File: config.mk
export PLATFORM = sky130hd
export DESIGN_NAME = reg_read_stage
export DESIGN_NICKNAME = d
export VERILOG_FILES = /design/src/rtl/rf_pkg.sv /design/src/rtl/reg_scoreboard.sv /design/src/rtl/reg_read_stage.sv
export SDC_FILE = /design/constraint.sdc
export NUM_CORES = 1
export LEC_CHECK = 0
export CORE_ASPECT_RATIO = 1.5
export CORE_UTILIZATION = 31
export DETAILED_ROUTE_END_ITERATION = 6
export PLACE_DENSITY_LB_ADDON = 0.25
export RECOVER_POWER = 100
export SLEW_MARGIN = 20
export SYNTH_ARGS = -nofsm -noshare
export SYNTH_HDL_FRONTEND = slang
export SYNTH_HIERARCHICAL = 1
export SYNTH_SLANG_ARGS = --single-unit
File: constraint.sdc
create_clock -name clk -period 5.9 [get_ports clk]
set_input_delay 1.18 -clock clk [delete_from_list [all_inputs] [get_ports clk]]
set_output_delay 1.18 -clock clk [all_outputs]
set_load 0.1 [all_outputs]
File: src/rtl/rf_pkg.sv
// rf_pkg: shared register-file types and widths, used by the register file
// and by its read-side client reg_read_stage.
package rf_pkg;

  localparam int unsigned XLEN      = 32;
  localparam int unsigned NREGS     = 32;
  localparam int unsigned REG_IDX_W = $clog2(NREGS);

  typedef logic [REG_IDX_W-1:0] reg_idx_t;
  typedef logic [XLEN-1:0]      word_t;

  // Operand bundle held in the read-stage output register.
  typedef struct packed {
    word_t    rs1_data;
    word_t    rs2_data;
    reg_idx_t rd;
    logic     rd_wen;
  } ex_payload_t;

endpackage

File: src/rtl/reg_scoreboard.sv
// reg_scoreboard: pending-write scoreboard, one bit per architectural register.
// Ports:
//   clk, rst_n          clock, synchronous active-low reset
//   set_en, set_idx     accepted producer claims its destination register
//   wb_valid, wb_rd     writeback event; clears the bit and resolves WAW
//   rs1/rs2/rd, use_*   the decode-side query
//   rd_wen              the queried instruction writes rd
//   wb_hit_rs1/rs2      same-cycle writeback forwarding is available
//   pending             scoreboard vector (bit 0 always 0)
//   hazard_c            combinational: RAW on either used operand, or WAW
module reg_scoreboard
  import rf_pkg::*;
(
  input  logic             clk,
  input  logic             rst_n,
  input  logic             set_en,
  input  reg_idx_t         set_idx,
  input  logic             wb_valid,
  input  reg_idx_t         wb_rd,
  input  reg_idx_t         rs1,
  input  reg_idx_t         rs2,
  input  reg_idx_t         rd,
  input  logic             use_rs1,
  input  logic             use_rs2,
  input  logic             rd_wen,
  input  logic             wb_hit_rs1,
  input  logic             wb_hit_rs2,
  output logic [NREGS-1:0] pending,
  output logic             hazard_c
);

  logic [NREGS-1:0] pend_q;
  logic [NREGS-1:0] pend_d;
  logic             raw_rs1;
  logic             raw_rs2;
  logic             waw;

  // Next state: clear first so a same-cycle set wins; x0 never pends.
  always_comb begin
    pend_d = pend_q;
    if (wb_valid && (wb_rd != '0)) pend_d[wb_rd] = 1'b0;
    if (set_en && (set_idx != '0)) pend_d[set_idx] = 1'b1;
    pend_d[0] = 1'b0;
  end

  always_ff @(posedge clk) begin
    if (!rst_n) pend_q <= '0;
    else        pend_q <= pend_d;
  end

  // The writeback retiring the old producer of rd lifts WAW in both modes.
  always_comb begin
    raw_rs1  = use_rs1 && pend_q[rs1] && !wb_hit_rs1;
    raw_rs2  = use_rs2 && pend_q[rs2] && !wb_hit_rs2;
    waw      = rd_wen && pend_q[rd] && !(wb_valid && (wb_rd == rd));
    hazard_c = raw_rs1 || raw_rs2 || waw;
  end

  assign pending = pend_q;

endmodule

File: src/rtl/reg_read_stage.sv
// reg_read_stage: operand-read stage between decode and execute.
// Drives the register-file read addresses, blocks RAW/WAW hazards through
// reg_scoreboard, forwards same-cycle writeback data, and holds operands in a
// one-entry valid/ready output register.
// Ports:
//   clk, rst_n                          clock, synchronous active-low reset
//   id_*                                decode handshake and register fields
//   rf_addr_rs1/rs2, rf_data_rs1/rs2    combinational register-file read port
//   wb_valid, wb_rd, wb_data            writeback event (register-file write)
//   ex_valid, ex_ready, ex_*            registered operands to execute
//   pending                             scoreboard vector for debug
// Build option: define WB_BYPASS_EN to forward writeback data in the same
// cycle; without it a consumer waits one extra cycle and reads the file.
module reg_read_stage
  import rf_pkg::*;
(
  input  logic             clk,
  input  logic             rst_n,
  input  logic             id_valid,
  output logic             id_ready,
  input  reg_idx_t         id_rs1,
  input  reg_idx_t         id_rs2,
  input  reg_idx_t         id_rd,
  input  logic             id_use_rs1,
  input  logic             id_use_rs2,
  input  logic             id_rd_wen,
  output reg_idx_t         rf_addr_rs1,
  output reg_idx_t         rf_addr_rs2,
  input  word_t            rf_data_rs1,
  input  word_t            rf_data_rs2,
  input  logic             wb_valid,
  input  reg_idx_t         wb_rd,
  input  word_t            wb_data,
  output logic             ex_valid,
  input  logic             ex_ready,
  output word_t            ex_rs1_data,
  output word_t            ex_rs2_data,
  output reg_idx_t         ex_rd,
  output logic             ex_rd_wen,
  output logic [NREGS-1:0] pending
);

  logic        wb_hit_rs1;
  logic        wb_hit_rs2;
  logic        hazard;
  logic        slot_free;
  logic        accept;
  logic        ex_valid_q;
  ex_payload_t ex_q;
  ex_payload_t ex_d;

  assign rf_addr_rs1 = id_rs1;
  assign rf_addr_rs2 = id_rs2;

  // Writeback forwarding hits; x0 is never forwarded.
`ifdef WB_BYPASS_EN
  assign wb_hit_rs1 = wb_valid && (wb_rd == id_rs1) && (id_rs1 != '0);
  assign wb_hit_rs2 = wb_valid && (wb_rd == id_rs2) && (id_rs2 != '0);
`else
  logic unused_wb_data;
  assign wb_hit_rs1     = 1'b0;
  assign wb_hit_rs2     = 1'b0;
  assign unused_wb_data = ^wb_data;
`endif

  reg_scoreboard u_scoreboard (
    .clk        (clk),
    .rst_n      (rst_n),
    .set_en     (accept && id_rd_wen),
    .set_idx    (id_rd),
    .wb_valid   (wb_valid),
    .wb_rd      (wb_rd),
    .rs1        (id_rs1),
    .rs2        (id_rs2),
    .rd         (id_rd),
    .use_rs1    (id_use_rs1),
    .use_rs2    (id_use_rs2),
    .rd_wen     (id_rd_wen),
    .wb_hit_rs1 (wb_hit_rs1),
    .wb_hit_rs2 (wb_hit_rs2),
    .pending    (pending),
    .hazard_c   (hazard)
  );

  assign slot_free = !ex_valid_q || ex_ready;
  assign id_ready  = slot_free && !hazard;
  assign accept    = id_valid && id_ready;

  // Operand select: x0 reads zero, then forwarded writeback, then the file.
  always_comb begin
    ex_d.rs1_data = rf_data_rs1;
    ex_d.rs2_data = rf_data_rs2;
    ex_d.rd       = id_rd;
    ex_d.rd_wen   = id_rd_wen;
    if (id_rs1 == '0)    ex_d.rs1_data = '0;
    else if (wb_hit_rs1) ex_d.rs1_data = wb_data;
    if (id_rs2 == '0)    ex_d.rs2_data = '0;
    else if (wb_hit_rs2) ex_d.rs2_data = wb_data;
  end

  // Output register: load on accept, drop on drain, otherwise hold.
  always_ff @(posedge clk) begin
    if (!rst_n) begin
      ex_valid_q <= 1'b0;
      ex_q       <= '0;
    end else if (accept) begin
      ex_valid_q <= 1'b1;
      ex_q       <= ex_d;
    end else if (ex_ready) begin
      ex_valid_q <= 1'b0;
    end
  end

  assign ex_valid    = ex_valid_q;
  assign ex_rs1_data = ex_q.rs1_data;
  assign ex_rs2_data = ex_q.rs2_data;
  assign ex_rd       = ex_q.rd;
  assign ex_rd_wen   = ex_q.rd_wen;

endmodule

==> results of run 1 <==
==> cell usage after synthesis, drive strengths merged, types with 3 or more instances <==
library cell and count:
a2111oi 5, a21boi 31, a21oi 8, buf 39, clkbuf 17, dfxtp 102
inv 72, mux2 8, mux2i 17, mux4 12, nand2 108, nand2b 11
nand3 15, nand4 3, nor2 16, nor2b 12, o211ai 3, o21ai 38
o32ai 64, xor2 4
==> logic make-up (layout without fill, tap and decap cells) <==
group                  Yosys count  after routing  synth area share, %
AO/OA/AOI/OAI                  159            159                23.25
XOR/XNOR                         5              5               0.8179
buffers and inverters          128            302                11.40
flip-flops                     102            102                38.14
multiplexers                    37             37                10.26
other                            2              6               0.1403
AND/OR/NAND/NOR                181            181                15.99
==> flip-flops by register name (all words and copies together) (netlist names) <==
name / cells
ex_rs2_data: 32
u_scoreboard/pending: 31
ex_rd_wen: 1
ex_valid: 1
ex_rs1_data: 32
ex_rd: 5
==> routing by layer <==
| metal | global-route usage, % | wire, microns | vias up |
|---|---|---|---|
| met2 | 34.31 | 8908 | 229 |
| met4 | 7.394 | 464 | 0 |
| met1 | 23.01 | 7335 | 2399 |
| li1 | - | - | 2503 |
| met3 | 4.242 | 1322 | 31 |
| met5 | 0 | 0 | - |
==> worst min-delay path, stage by stage, from the launching register on <==
cell,delay (ns)
sky130_fd_sc_hd__dfxtp_1,0.31
sky130_fd_sc_hd__inv_1,0.04
sky130_fd_sc_hd__o32ai_1,0.05
==> where the power goes <==
group / leakage (uW) / switching (uW) / internal (uW) / total, uW
sequential: 0.000833 / 18.0 / 727 / 745
combinational: 0.00200 / 459 / 164 / 623
clock: 0.000151 / 293 / 338 / 631
total: 0.00298 / 769 / 1230 / 2000
==> path summary, 6_finish.rpt <==
check | startpoint | end | depth (start not counted) | slack (ns)
setup / recovery | id_rs1[1] | id_ready | 8 | 0.57
hold / removal | ex_rs1_data[30]$_SDFFE_PN0P_ | ex_rs1_data[30]$_SDFFE_PN0P_ | 2 | 0.45
setup reg to reg | u_scoreboard/pending[3]$_SDFF_PN0_ | ex_rs2_data[7]$_SDFFE_PN0P_ | 10 | 2.17
hold reg to reg | ex_rs1_data[30]$_SDFFE_PN0P_ | ex_rs1_data[30]$_SDFFE_PN0P_ | 2 | 0.45
==> metrics by stage <==
stage	hold slack [ns]	cell area (sq um)	setup slack (ns)
6_report	0.4487	7647	0.5749
4_1_cts	0.4545	7729	0.8672
5_1_grt	0.4671	7647	0.4829
3_5_place_dp	0.4429	7421	0.8584
3_3_place_gp	0.4381	7421	0.8593
2_1_floorplan	0.8860	5369	0.9138
==> area by class of cell <==
cell class                      instances  area, sq um  area share [%]
Timing Repair Buffer                  214         2101           27.47
Clock buffer                           10        229.0           2.994
Inverter                               72        270.3           3.534
Tap cell                              210        262.8           3.436
Clock inverter                          6        78.83           1.031
Sequential cell                       102         2042           26.70
Multi-Input combinational cell        388         2664           34.83
==> results.txt, run 1 <==
The post-cts gate resize count came out at 0. In this run the worst path has a maximum fanout of 11. TritonCTS built the clock tree. Total power for the finished layout comes to 1998 uW. The cell at the root of the clock tree was sky130_fd_sc_hd__clkbuf_16. Setup repair after global routing left no endpoint under its margin. After synthesis, the share of flip-flops with an asynchronous set or reset is 0%. The detailed-route DRC error count is 0.

The count of pins over their slew limit is 0, and the weighted congestion at the end of routability-driven global placement is 0.9443. Overall track demand over capacity in global routing: 19.61%. For the remaining max-slew budget at the tightest pin, the log shows 11.05%.

The post-route clock period utilization was 90.26%; the area of the die was 0.01781 sq mm. For the number of hold buffers added after cts, the log shows 0. In the synthesized netlist the dominant register cell turns out to be sky130_fd_sc_hd__dfxtp_1. The portion of the post-synthesis area used by sequential elements was 38.14%; the placed instance count was 986. The critical path goes through dlygate4sd3_1, mux2_2, a221oi_1, a2111oi_0, a2111oi_1, o211ai_1, nor2_1, clkbuf_2. After detailed routing, the average wire length per cell comes to 18.00 microns. The number of setup buffers added after CTS is 0.

The H-tree was split into 3 levels. Counting every sink on the clock net gives 102. The logs give 1,002 for the number of cells in the finished layout apart from fillers and 54 for the number of distinct standard cells referenced by the synthesized netlist. The detail route stage leaves a number of antenna-violating nets equal to 0. The die outline width works out to 109.3 microns.

The first-pass GRT wire length is 26.61 mm, and the clock-pin transition on the worst setup and hold timing paths is 0.07 ns. The data arrival time of the critical path was 4.15 ns. In the final layout, the share of cells above drive strength 1 is 6.439%.

The run gives 0.005354 sq mm as the cell area after synthesis. Counting the fill cells in the layout gives 1,633. The top cell types in the final layout, fill and taps aside, are sky130_fd_sc_hd__dlygate4sd3_1, sky130_fd_sc_hd__nand2_1, sky130_fd_sc_hd__dfxtp_1. The top-area cell type share of the netlist area came out at 38.14%. At the pin with the least slew margin, the transition time is 1.334 ns. The DRC violation total after the first TritonRoute iteration is 372. The number of port buffers was 204. The slowest library cell on the worst path was sky130_fd_sc_hd__dlygate4sd3_1. Leaving out fill and tap cells, the most frequent cell in the layout is sky130_fd_sc_hd__dlygate4sd3_1. By area the synthesized netlist is led by sky130_fd_sc_hd__dfxtp_1, sky130_fd_sc_hd__o32ai_1, sky130_fd_sc_hd__nand2_1, sky130_fd_sc_hd__inv_1, sky130_fd_sc_hd__a21boi_0. Once the floorplan was initialized, standard cells occupied 31.80% of the core.

The clock passes through at most 2 buffers. The largest clock skew in the final design was 0.009502 ns. The leading area contributor after synthesis is sky130_fd_sc_hd__dfxtp_1. Entering global routing, the biggest net connects 66 pins. The tools report the overflow left after global routing as 0. The sort of element at the start of the critical path was an input pin. The worst min-delay path category was register to register.

In this run, synthesis inferred 0 flip-flops with an integrated enable. The detailed router placed 5,162 vias in this run. Across the run, the number of max-cap violations was 0. The run gives 13.02 mm as the half-perimeter wire length after detailed placement. During synthesis, Yosys emitted a total of 6 warnings. For this run, the slowest stage of the critical path takes 0.93 ns.

For this design the static power due to leakage is 0.002984 uW. The data required time at the worst endpoint was 4.72 ns. The worst ir drop on vdd was 0.1325 mV.

The worst setup path is captured at an output pin. Dividing total power by cell area gives a power density of 261.3 mW/mm^2. Broken down by cell family, the worst path's largest delay share belongs to buffers and inverters. The total buffers and inverters traversed by the critical path came out at 2. The number of CTS-inserted buffers came out at 9. Row generation in the floorplan step produced 58 rows. The core region is 0.01684 sq mm. After the last flow step, the layout net total stands at 911.

The initial antenna violation count is 0, and the cell count after synthesis is 614. For the via count of the first global-routing pass, the log shows 4,937. Setup violations remaining at the end of the flow were counted as 0. The clock period could shrink to 5.325 ns. Sum of negative setup slack: 0 ns. The synthesis-stage register bit count is 102, and the number of vias per cell after detailed routing is 5.152. The logs give 0.35 ns for the worst-skew pair later-pin latency and 5 for the count of TritonRoute iterations in the first routing pass. The final layout contains routed wiring with a total length of 18.03 mm. The floorplan step set the die height to 163.0 microns. The repair_antennas step left the layout with diodes totalling 0. Mean post-synth cell area: 8.720 sq um. The synthesis-to-finish area growth came out at 42.84%.

The flow ran to the end, and the final reports show no timing, DRC or antenna violations. The count of endpoints failing hold in the final timing report was 0; the final core utilization was 45.42%. The critical path in this run is classified as input pin to output pin.

Pin placement for this block handled 238 I/O pins. Static timing analysis puts the maximum clock frequency at 187.8 MHz.
No activity file was read; power rests on OpenSTA's default activity.
==> inputs of run 2 (changes only) <==
--- a/config.mk
+++ b/config.mk
@@ -5,6 +5,7 @@
 export SDC_FILE = /design/constraint.sdc
 export NUM_CORES = 1
 export LEC_CHECK = 0
+export ABC_AREA = 1
 export CORE_ASPECT_RATIO = 1.5
 export CORE_UTILIZATION = 31
 export DETAILED_ROUTE_END_ITERATION = 6
==> run 2 against run 1 <==
Final cell count up 33%. Non-clock buffer count stayed put. Critical path depth up 4. Global-route usage up 0.43 points. Synthesized cell count increased by 53%. Largest cell class unchanged. Register-to-register slack gained 0.78 ns. Die area is 5.8% higher. Clock-buffer cell count unchanged. Sequential power increased by 3%. Hold slack better by 0.034 ns. Clock power fell by 9.4%. Clock skew about the same.
==> results.txt, run 2 <==
The maximum level of the CTS H-tree came out at 3 (unchanged). The total buffers and inverters traversed by the critical path was 3 (+1). The logs give 238 (unchanged) for the boundary pin count and 6,242 (+21%) for the total vias in the final route.

The tools report the final core utilization as 44.45% (-0.97 points). The tools report the count of endpoints failing hold in the final timing report as 0 (unchanged). The overflow left after global routing was 0 (unchanged). The largest fanout on the critical path works out to 14 (+3). For the area of the die, the log shows 0.01885 sq mm (+5.8%). The tools report the cell count after synthesis as 937 (+53%). For the TritonCTS sink count, the log shows 102 (unchanged). The storage element area is 0.002042 sq mm (unchanged). The clock-pin transition on the worst setup and hold timing paths is 0.07 ns (about the same).

Among the stages of the critical path, the cell type that occurs most often is sky130_fd_sc_hd__nand3_1. The logs give 0 (unchanged) for the count of pins over their slew limit and 5,773 (+17%) for the via count of the first global-routing pass. For the number of cells in the finished layout apart from fillers, the log shows 1,330 (+33%).

In this run the critical register-to-register path is captured at ex_rd[0]$_SDFFE_PN0P_. TritonCTS built the clock tree. Leaving out fill and tap cells, the most frequent cells in the layout are sky130_fd_sc_hd__nand2_1, sky130_fd_sc_hd__inv_1, sky130_fd_sc_hd__dlygate4sd3_1. The number of distinct standard cells referenced by the synthesized netlist came out at 32 (-41%). Synthesis-to-finish area growth: 40.61%. The final antenna diode count was 0 (unchanged); the detailed-route DRC error count was 0 (unchanged). The most critical setup path has its startpoint at id_rs2[0]. The number of buffers between clock root and the deepest sink was 2 (unchanged). Routed length per instance: 14.25 microns (-21%). The number of enable flip-flop cells after synthesis was 0 (unchanged); the number of vias per cell after detailed routing was 4.693 (-8.9%).

The root buffer cell chosen for the clock tree is sky130_fd_sc_hd__clkbuf_16. The timing-limited maximum frequency was 204.9 MHz (+9.1%). The placeable core region is 0.01794 sq mm (+6.6%). The half-perimeter wire length after detailed placement is 13.89 mm (+6.6%). Number of warning messages in the yosys log: 6 (unchanged). The largest incremental delay on the critical path is 0.86 ns (-0.07 ns), and the DRC violation total after the first TritonRoute iteration is 470 (+26%). The leading area contributor after synthesis is sky130_fd_sc_hd__dfxtp_1.

The logs give 20.04% (+0.43 points) for the overall track demand over capacity in global routing and 1,232 (+35%) for the net count of the finished layout. The sum of negative setup slack came out at 0 ns (unchanged). Number of maximum-capacitance violations: 0 (unchanged). The initial standard-cell utilization of the core was 31.61% (-0.19 points); the setup slack at placement was 1.273 ns (+0.4142 ns).

Most common cell after layout, fill and taps aside: sky130_fd_sc_hd__nand2_1. The run gives 0.1513 mV (+14%) as the worst ir drop on vdd. Cell area after synthesis: 0.005672 sq mm (+5.9%). The count of TritonRoute iterations in the first routing pass is 5 (unchanged), and the synthesis-stage register bit count is 102 (unchanged). The largest individual stage delay along the critical path comes from the cell sky130_fd_sc_hd__dlygate4sd3_1.

Setup repair after global routing left no endpoint under its margin. The static power due to leakage was 0.003815 uW (+28%); the number of CTS-inserted buffers was 9 (unchanged). The total of fill cells in the finished design was 1,921 (+18%); the top-area cell type share of the netlist area was 36.00% (-2.1 points).

The total number of placement rows is 60 (+3.4%). The die height is 167.7 microns (+2.9%). The number of hold buffers added after cts is 0 (unchanged), and the remaining max-slew budget at the tightest pin is 4.976% (-6.1 points). Ranked by total cell area, the synthesized netlist is headed by sky130_fd_sc_hd__dfxtp_1, sky130_fd_sc_hd__nand2_1, sky130_fd_sc_hd__inv_1, sky130_fd_sc_hd__a21oi_1, sky130_fd_sc_hd__nand3_1. The slew of the pin with the lowest slew margin was 1.425 ns (+0.09106 ns); the largest clock skew in the final design was 0.009413 ns (-0.00008995 ns).

The data required time at the worst endpoint is 4.72 ns (about the same). The count of cells along the worst register-to-register path is 14 (+4), and the worst slack on hold paths is 0.4824 ns (+0.03366 ns). Walking the worst path, the cells encountered are dlygate4sd3_1, inv_1, nand2_1, nand3_1, nand2_1, nand2_1, nand3_1, nand3_1, nand3_1, nand3_1, a21oi_1, buf_4. The portion of the post-synthesis area used by sequential elements was 36.00% (-2.1 points); the number of gates on the worst path with buffers counted was 12 (+4). For the data arrival time of the critical path, the log shows 3.70 ns (-0.45 ns).

The fraction of synthesis flops using an asynchronous set or reset pin is 0% (unchanged). The worst min-delay path category is register to register. The number of port buffers is 204 (unchanged), and the mean post-synth cell area is 6.053 sq um (-31%).

The logs give 0 (unchanged) for the setup violation total in the final timing report and 78 (+18%) for the maximum number of pins on one net before global-route repair. The shortest period the worst path allows was 4.882 ns (-0.4435 ns). The worst setup path is launched from an input pin. The first-pass GRT wire length came out at 29.84 mm (+12%). The power density over the cells is 270.5 mW/mm^2 (+3.5%).

Post-route clock period utilization: 82.74% (-7.5 points). The type of the setup path with the least slack was input pin to output pin. The library cell with the highest instance count after synthesis was sky130_fd_sc_hd__nand2_1. Wire length after detailed routing: 18.95 mm (+5.1%). The run finished with clean final reports. In the synthesized netlist the dominant register cell turns out to be sky130_fd_sc_hd__dfxtp_1. Placed instance count: 1,314 (+33%). STA classifies the critical path endpoint as an output pin.

The worst register-to-register path begins at u_scoreboard/pending[2]$_SDFF_PN0_. In this run the worst setup path terminates at id_ready. The post-cts gate resize count was 0 (unchanged); the die outline width was 112.4 microns (+2.9%).

For the post-CTS repair timing setup buffer count, the log shows 0 (unchanged). The fraction of final layout cells sized beyond drive strength 1 was 3.324% (-3.1 points); the worst-skew pair later-pin latency was 0.34 ns (about the same). The logs give 1.018 ns (+0.4435 ns) for the worst setup slack after layout and 0 (unchanged) for the initial antenna violation count. The register-to-register setup slack was 2.95 ns (+0.78 ns); the area of combinational cells with multiple inputs was 0.002724 sq mm (+2.3%).

The weighted congestion at the end of routability-driven global placement was 0.9033 (-4.3%); the antenna violation net count after detailed routing was 0 (unchanged). Broken down by cell family, the worst path's largest delay share belongs to buffers and inverters. Ranked by instance count, the synthesized netlist is headed by sky130_fd_sc_hd__nand2_1, sky130_fd_sc_hd__inv_1, sky130_fd_sc_hd__dfxtp_1, sky130_fd_sc_hd__nor2_1, sky130_fd_sc_hd__a21oi_1.
run 2: changes by cell type after synthesis, moves of 11 or more:
cell                       delta
sky130_fd_sc_hd__inv_1       +66
sky130_fd_sc_hd__a21oi_1     +89
sky130_fd_sc_hd__a21boi_0    -30
sky130_fd_sc_hd__o21ai_0     -11
sky130_fd_sc_hd__nand3_1     +72
sky130_fd_sc_hd__nand2_1    +183
sky130_fd_sc_hd__mux2i_1     -17
sky130_fd_sc_hd__nor2b_1     -12
sky130_fd_sc_hd__nor2_1      +88
sky130_fd_sc_hd__o32ai_1     -57
sky130_fd_sc_hd__nand2b_1    -11
run 2: worst min path at each step:
stage	from	to	slack (ns)	cells past startpoint
2_1_floorplan	ex_rd_wen$_SDFFE_PN0P_	ex_rd_wen$_SDFFE_PN0P_	0.90	2
3_3_place_gp	ex_rd_wen$_SDFFE_PN0P_	ex_rd_wen$_SDFFE_PN0P_	0.46	2
3_5_place_dp	ex_rd_wen$_SDFFE_PN0P_	ex_rd_wen$_SDFFE_PN0P_	0.48	2
4_1_cts	ex_rd_wen$_SDFFE_PN0P_	ex_rd_wen$_SDFFE_PN0P_	0.49	2
5_1_grt	ex_rd_wen$_SDFFE_PN0P_	ex_rd_wen$_SDFFE_PN0P_	0.52	2
6_report	ex_rd_wen$_SDFFE_PN0P_	ex_rd_wen$_SDFFE_PN0P_	0.48	2
run 2: cell type report:
cell class                 count  area share, %
multi-input combinational    635          34.15
sequential                   102          25.60
clock inverter                 6         0.6746
inverter                     146          6.903
tap                          217          3.404
clock buffer                  10          2.871
timing repair buffer         214          26.39
run 2: layer usage:
metal  global-route usage [%]  up-vias  wire length [microns]
met5                        0        -                      0
met4                    9.855        0                    717
met3                    5.574       36                   1525
met2                    34.73      234                   9451
met1                    22.42     2762                   7257
li1                         -     3210                      -
run 2: worst reg2reg max path, cell delays in order, from the launching register on:
cell	delay, ns
sky130_fd_sc_hd__dfxtp_1	0.37
sky130_fd_sc_hd__inv_1	0.11
sky130_fd_sc_hd__nand2_1	0.07
sky130_fd_sc_hd__nand3_1	0.07
sky130_fd_sc_hd__nand3_1	0.20
sky130_fd_sc_hd__nand3_1	0.10
sky130_fd_sc_hd__nand3b_1	0.09
sky130_fd_sc_hd__nand3_1	0.12
sky130_fd_sc_hd__nand3_1	0.17
sky130_fd_sc_hd__inv_1	0.10
sky130_fd_sc_hd__nand3_4	0.08
sky130_fd_sc_hd__clkbuf_2	1.04
sky130_fd_sc_hd__nand2_1	0.17
sky130_fd_sc_hd__nand2_1	0.12
sky130_fd_sc_hd__nor2_1	0.05
run 2: through the flow:
step | cell area [sq um] | total power, uW
after floorplan | 5675 | 1406
after global placement | 7709 | 1618
after detailed placement | 7709 | 1622
after CTS | 7991 | 2204
after global routing | 7975 | 2266
final | 7975 | 2158
run 2: cell families after synthesis:
family | after synthesis | synth area share [%]
flops | 102 | 36.00
simple gates | 498 | 35.69
compound gates | 133 | 12.05
xor+xnor | 1 | 0.1545
other cells | 2 | 0.1324
buf+inv | 201 | 15.97
run 2: power by group:
group / leakage, uW / switching (uW) / internal, uW
logic: 0.00284 / 619 / 202
clock network: 0.000136 / 278 / 294
registers: 0.000837 / 24.4 / 740
total: 0.00382 / 921 / 1240
==> inputs of run 3 (changes only) <==
==> constraint.sdc (replaced) <==
create_clock -name clk -period 4.9 [get_ports clk]
set_input_delay 0.98 -clock clk [delete_from_list [all_inputs] [get_ports clk]]
set_output_delay 0.98 -clock clk [all_outputs]
set_load 0.1 [all_outputs]
==> run 3 against run 2 <==
Cell area about the same. Sequential power rose by 20%. Largest cell class unchanged. Global-route usage increased by 0.20 points. Combinational power is 20% higher. First-iteration DRC count shrank 18%. Clock-buffer cell count fell by 1. Highest routed layer is now met5. Via count down 0.16%. Worst setup slack got worse by 0.52 ns. Final cell count is essentially flat. Core utilization about the same.
==> results.txt, run 3 (synthesis results as in run 2) <==
The tools report the placeable core region as 0.01794 sq mm (unchanged). Synthesis-to-finish area growth: 40.59% (about the same). The run gives 3 (unchanged) as the maximum level of the CTS H-tree. The tightest min-delay check is of the register to register type.

The run gives 0.007974 sq mm (about the same) as the final design area excluding fillers. The TritonCTS sink count is 102 (unchanged), and the number of hold buffers added after cts is 0 (unchanged). The tools report the number of cells in the finished layout apart from fillers as 1,331 (+0.075%).

The number of buffers between clock root and the deepest sink is 2 (unchanged). The detailed-route DRC error count came out at 0 (unchanged). The clock-pin transition on the worst setup and hold timing paths is 0.07 ns (about the same), and the worst slack on hold paths is 0.4829 ns (+0.0004860 ns). For the number of CTS-inserted buffers, the log shows 9 (unchanged). The boundary pin count is 238 (unchanged). The number of port buffers is 204 (unchanged), and the static power due to leakage is 0.003817 uW (about the same). The type of the setup path with the least slack was input pin to output pin. The routed length per instance is 14.13 microns (-0.84%). The post-route clock period utilization was 89.87%. The flow ran to the end, and the final reports show no timing, DRC or antenna violations. The largest fanout on the critical path works out to 10 (-4). Net count of the finished layout: 1,233 (+0.081%). Walking the worst path, the cells encountered are dlygate4sd3_1, inv_1, nand3_1, nand3_1, nand3_1, nand3b_1, nand3_1, nand3_1, a21oi_1, buf_12. The total buffers and inverters traversed by the critical path is 3 (unchanged). The tools report the storage element area as 0.002042 sq mm (unchanged).

In this run the clock root is driven by a sky130_fd_sc_hd__clkbuf_16. For the post-CTS repair timing setup buffer count, the log shows 0 (unchanged). The power density over the cells is 331.9 mW/mm^2 (+23%), and the antenna violation net count after detailed routing is 0 (unchanged).

The total of fill cells in the finished design was 1,902 (-0.99%); the count of cells along the worst register-to-register path was 13 (-1). The data arrival time of the critical path was 3.42 ns (-0.28 ns). The half-perimeter wire length after detailed placement was 13.97 mm (+0.63%); the instance area at placement was 0.007729 sq mm (+0.26%).

The final antenna diode count was 0 (unchanged); the area of the die was 0.01885 sq mm (unchanged). The tools report the placed instance count as 1,315 (+0.076%). Via count of the first global-routing pass: 5,838 (+1.1%).

TritonCTS built the clock tree. The kind of cell with the highest combined delay along the critical path is buffers and inverters. The tools report the wire length after detailed routing as 18.81 mm (-0.77%).

For the remaining max-slew budget at the tightest pin, the log shows 20.59% (+16 points). The run gives 0.1964 mV (+30%) as the worst ir drop on vdd. The count of pins over their slew limit is 0 (unchanged), and the sum of negative setup slack is 0 ns (unchanged). The fraction of final layout cells sized beyond drive strength 1 was 3.591% (+0.27 points); the register-to-register setup slack was 2.07 ns (-0.88 ns). Weighted congestion at the end of routability-driven global placement: 0.9179 (+1.6%). STA classifies the critical path endpoint as an output pin. The tools report the worst-skew pair later-pin latency as 0.35 ns (about the same). The die height was 167.7 microns (unchanged). The largest incremental delay on the critical path is 0.82 ns (-0.04 ns), and the overflow left after global routing is 0 (unchanged). The die outline width was 112.4 microns (unchanged). The run gives 2647 uW (+23%) as the overall power after layout. The worst register-to-register path ends at ex_rs1_data[1]$_SDFFE_PN0P_. The run gives 0.002724 sq mm (unchanged) as the area of combinational cells with multiple inputs. For the DRC violation total after the first TritonRoute iteration, the log shows 384 (-18%). The run gives 0 (unchanged) as the post-cts gate resize count. Subtracting the final worst setup slack from the clock period gives 4.404 ns.

The logs give 0 (unchanged) for the count of endpoints failing hold in the final timing report and 29.90 mm (+0.23%) for the first-pass GRT wire length. The initial antenna violation count came out at 1 (+1). Among the stages of the critical path, the cell type that occurs most often is sky130_fd_sc_hd__nand3_1. Setup repair after global routing left no endpoint under its margin. The slowest stage of the critical path belongs to the cell sky130_fd_sc_hd__dlygate4sd3_1.

Startpoint of the lowest-slack register-to-register path: u_scoreboard/pending[3]$_SDFF_PN0_. The initial standard-cell utilization of the core was 31.61% (unchanged). The number of vias per cell after detailed routing came out at 4.682 (-0.24%).

The slew of the pin with the lowest slew margin came out at 1.196 ns (-0.2291 ns). The sort of element at the start of the critical path was an input pin. The data required time at the worst endpoint is 3.92 ns (-0.80 ns), and the timing-limited maximum frequency is 227.1 MHz. The worst hold path stage count is 2 (unchanged). The tools report the setup violation total in the final timing report as 0 (unchanged). For hold timing, the worst endpoint is ex_rd_wen$_SDFFE_PN0P_. The count of TritonRoute iterations in the first routing pass is 5 (unchanged).

For the overall track demand over capacity in global routing, the log shows 20.24% (+0.20 points). Leaving out fill and tap cells, the most frequent cell in the layout is sky130_fd_sc_hd__nand2_1. The run gives 60 (unchanged) as the total number of placement rows. The tools report the total vias in the final route as 6,232 (-0.16%).

In this run the most critical hold path is launched from ex_rd_wen$_SDFFE_PN0P_. The library cells used most frequently in the layout, excluding fill and tap cells, are sky130_fd_sc_hd__nand2_1, sky130_fd_sc_hd__inv_1, sky130_fd_sc_hd__nor2_1, sky130_fd_sc_hd__dlygate4sd3_1, sky130_fd_sc_hd__dfxtp_1. The tools report the number of maximum-capacitance violations as 0 (unchanged).

The logs give 72 (-7.7%) for the maximum number of pins on one net before global-route repair and 0.01072 ns (+0.001309 ns) for the largest clock skew in the final design.
run 3: report_power, final:
group	internal (uW)	switching [uW]
registers	891	28.3
clock network	404	337
logic	242	746
total	1540	1110
run 3: how the worst max path moves through the flow:
stage                   start        to  slack [ns]  cells after the start
floorplan            id_rd[0]  id_ready        0.69                      9
global placement    id_rs1[1]  id_ready        0.75                     11
detailed placement  id_rs1[1]  id_ready        0.70                     11
CTS                 id_rs1[1]  id_ready        0.70                     11
global route        id_rs1[1]  id_ready        0.35                     10
finish              id_rs1[1]  id_ready        0.50                     10
run 3: metal layers:
| metal | vias up | share of wire [%] | global-route usage [%] |
|---|---|---|---|
| met5 | - | 0.058 | 0 |
| met4 | 2 | 3.7 | 9.913 |
| met3 | 44 | 7.8 | 5.863 |
| met2 | 228 | 50 | 35.57 |
| met1 | 2739 | 38 | 22.11 |
| li1 | 3219 | - | - |
run 3: stage by stage:
stage / utilization (%) / setup WS (ns)
2_1_floorplan: - / 0.6881
3_3_place_gp: 43.08 / 0.7510
3_5_place_dp: 43.08 / 0.7006
4_1_cts: 44.78 / 0.6958
5_1_grt: 44.44 / 0.3463
6_report: 44.44 / 0.4963
run 3: worst reg2reg max path, delay by kind of cell (launching register included):
family | cells | cell delay [ns]
AND/OR/NAND/NOR | 9 | 1.20
buffers and inverters | 3 | 0.88
flip-flops | 1 | 0.34
AO/OA/AOI/OAI | 1 | 0.30
run 3: cell type report:
cell class / instances / share of cell area [%]
Inverter: 146 / 6.904
Clock inverter: 7 / 1.004
Timing Repair Buffer: 215 / 26.09
Clock buffer: 9 / 2.824
Tap cell: 217 / 3.405
Sequential cell: 102 / 25.61
Multi-Input combinational cell: 635 / 34.16
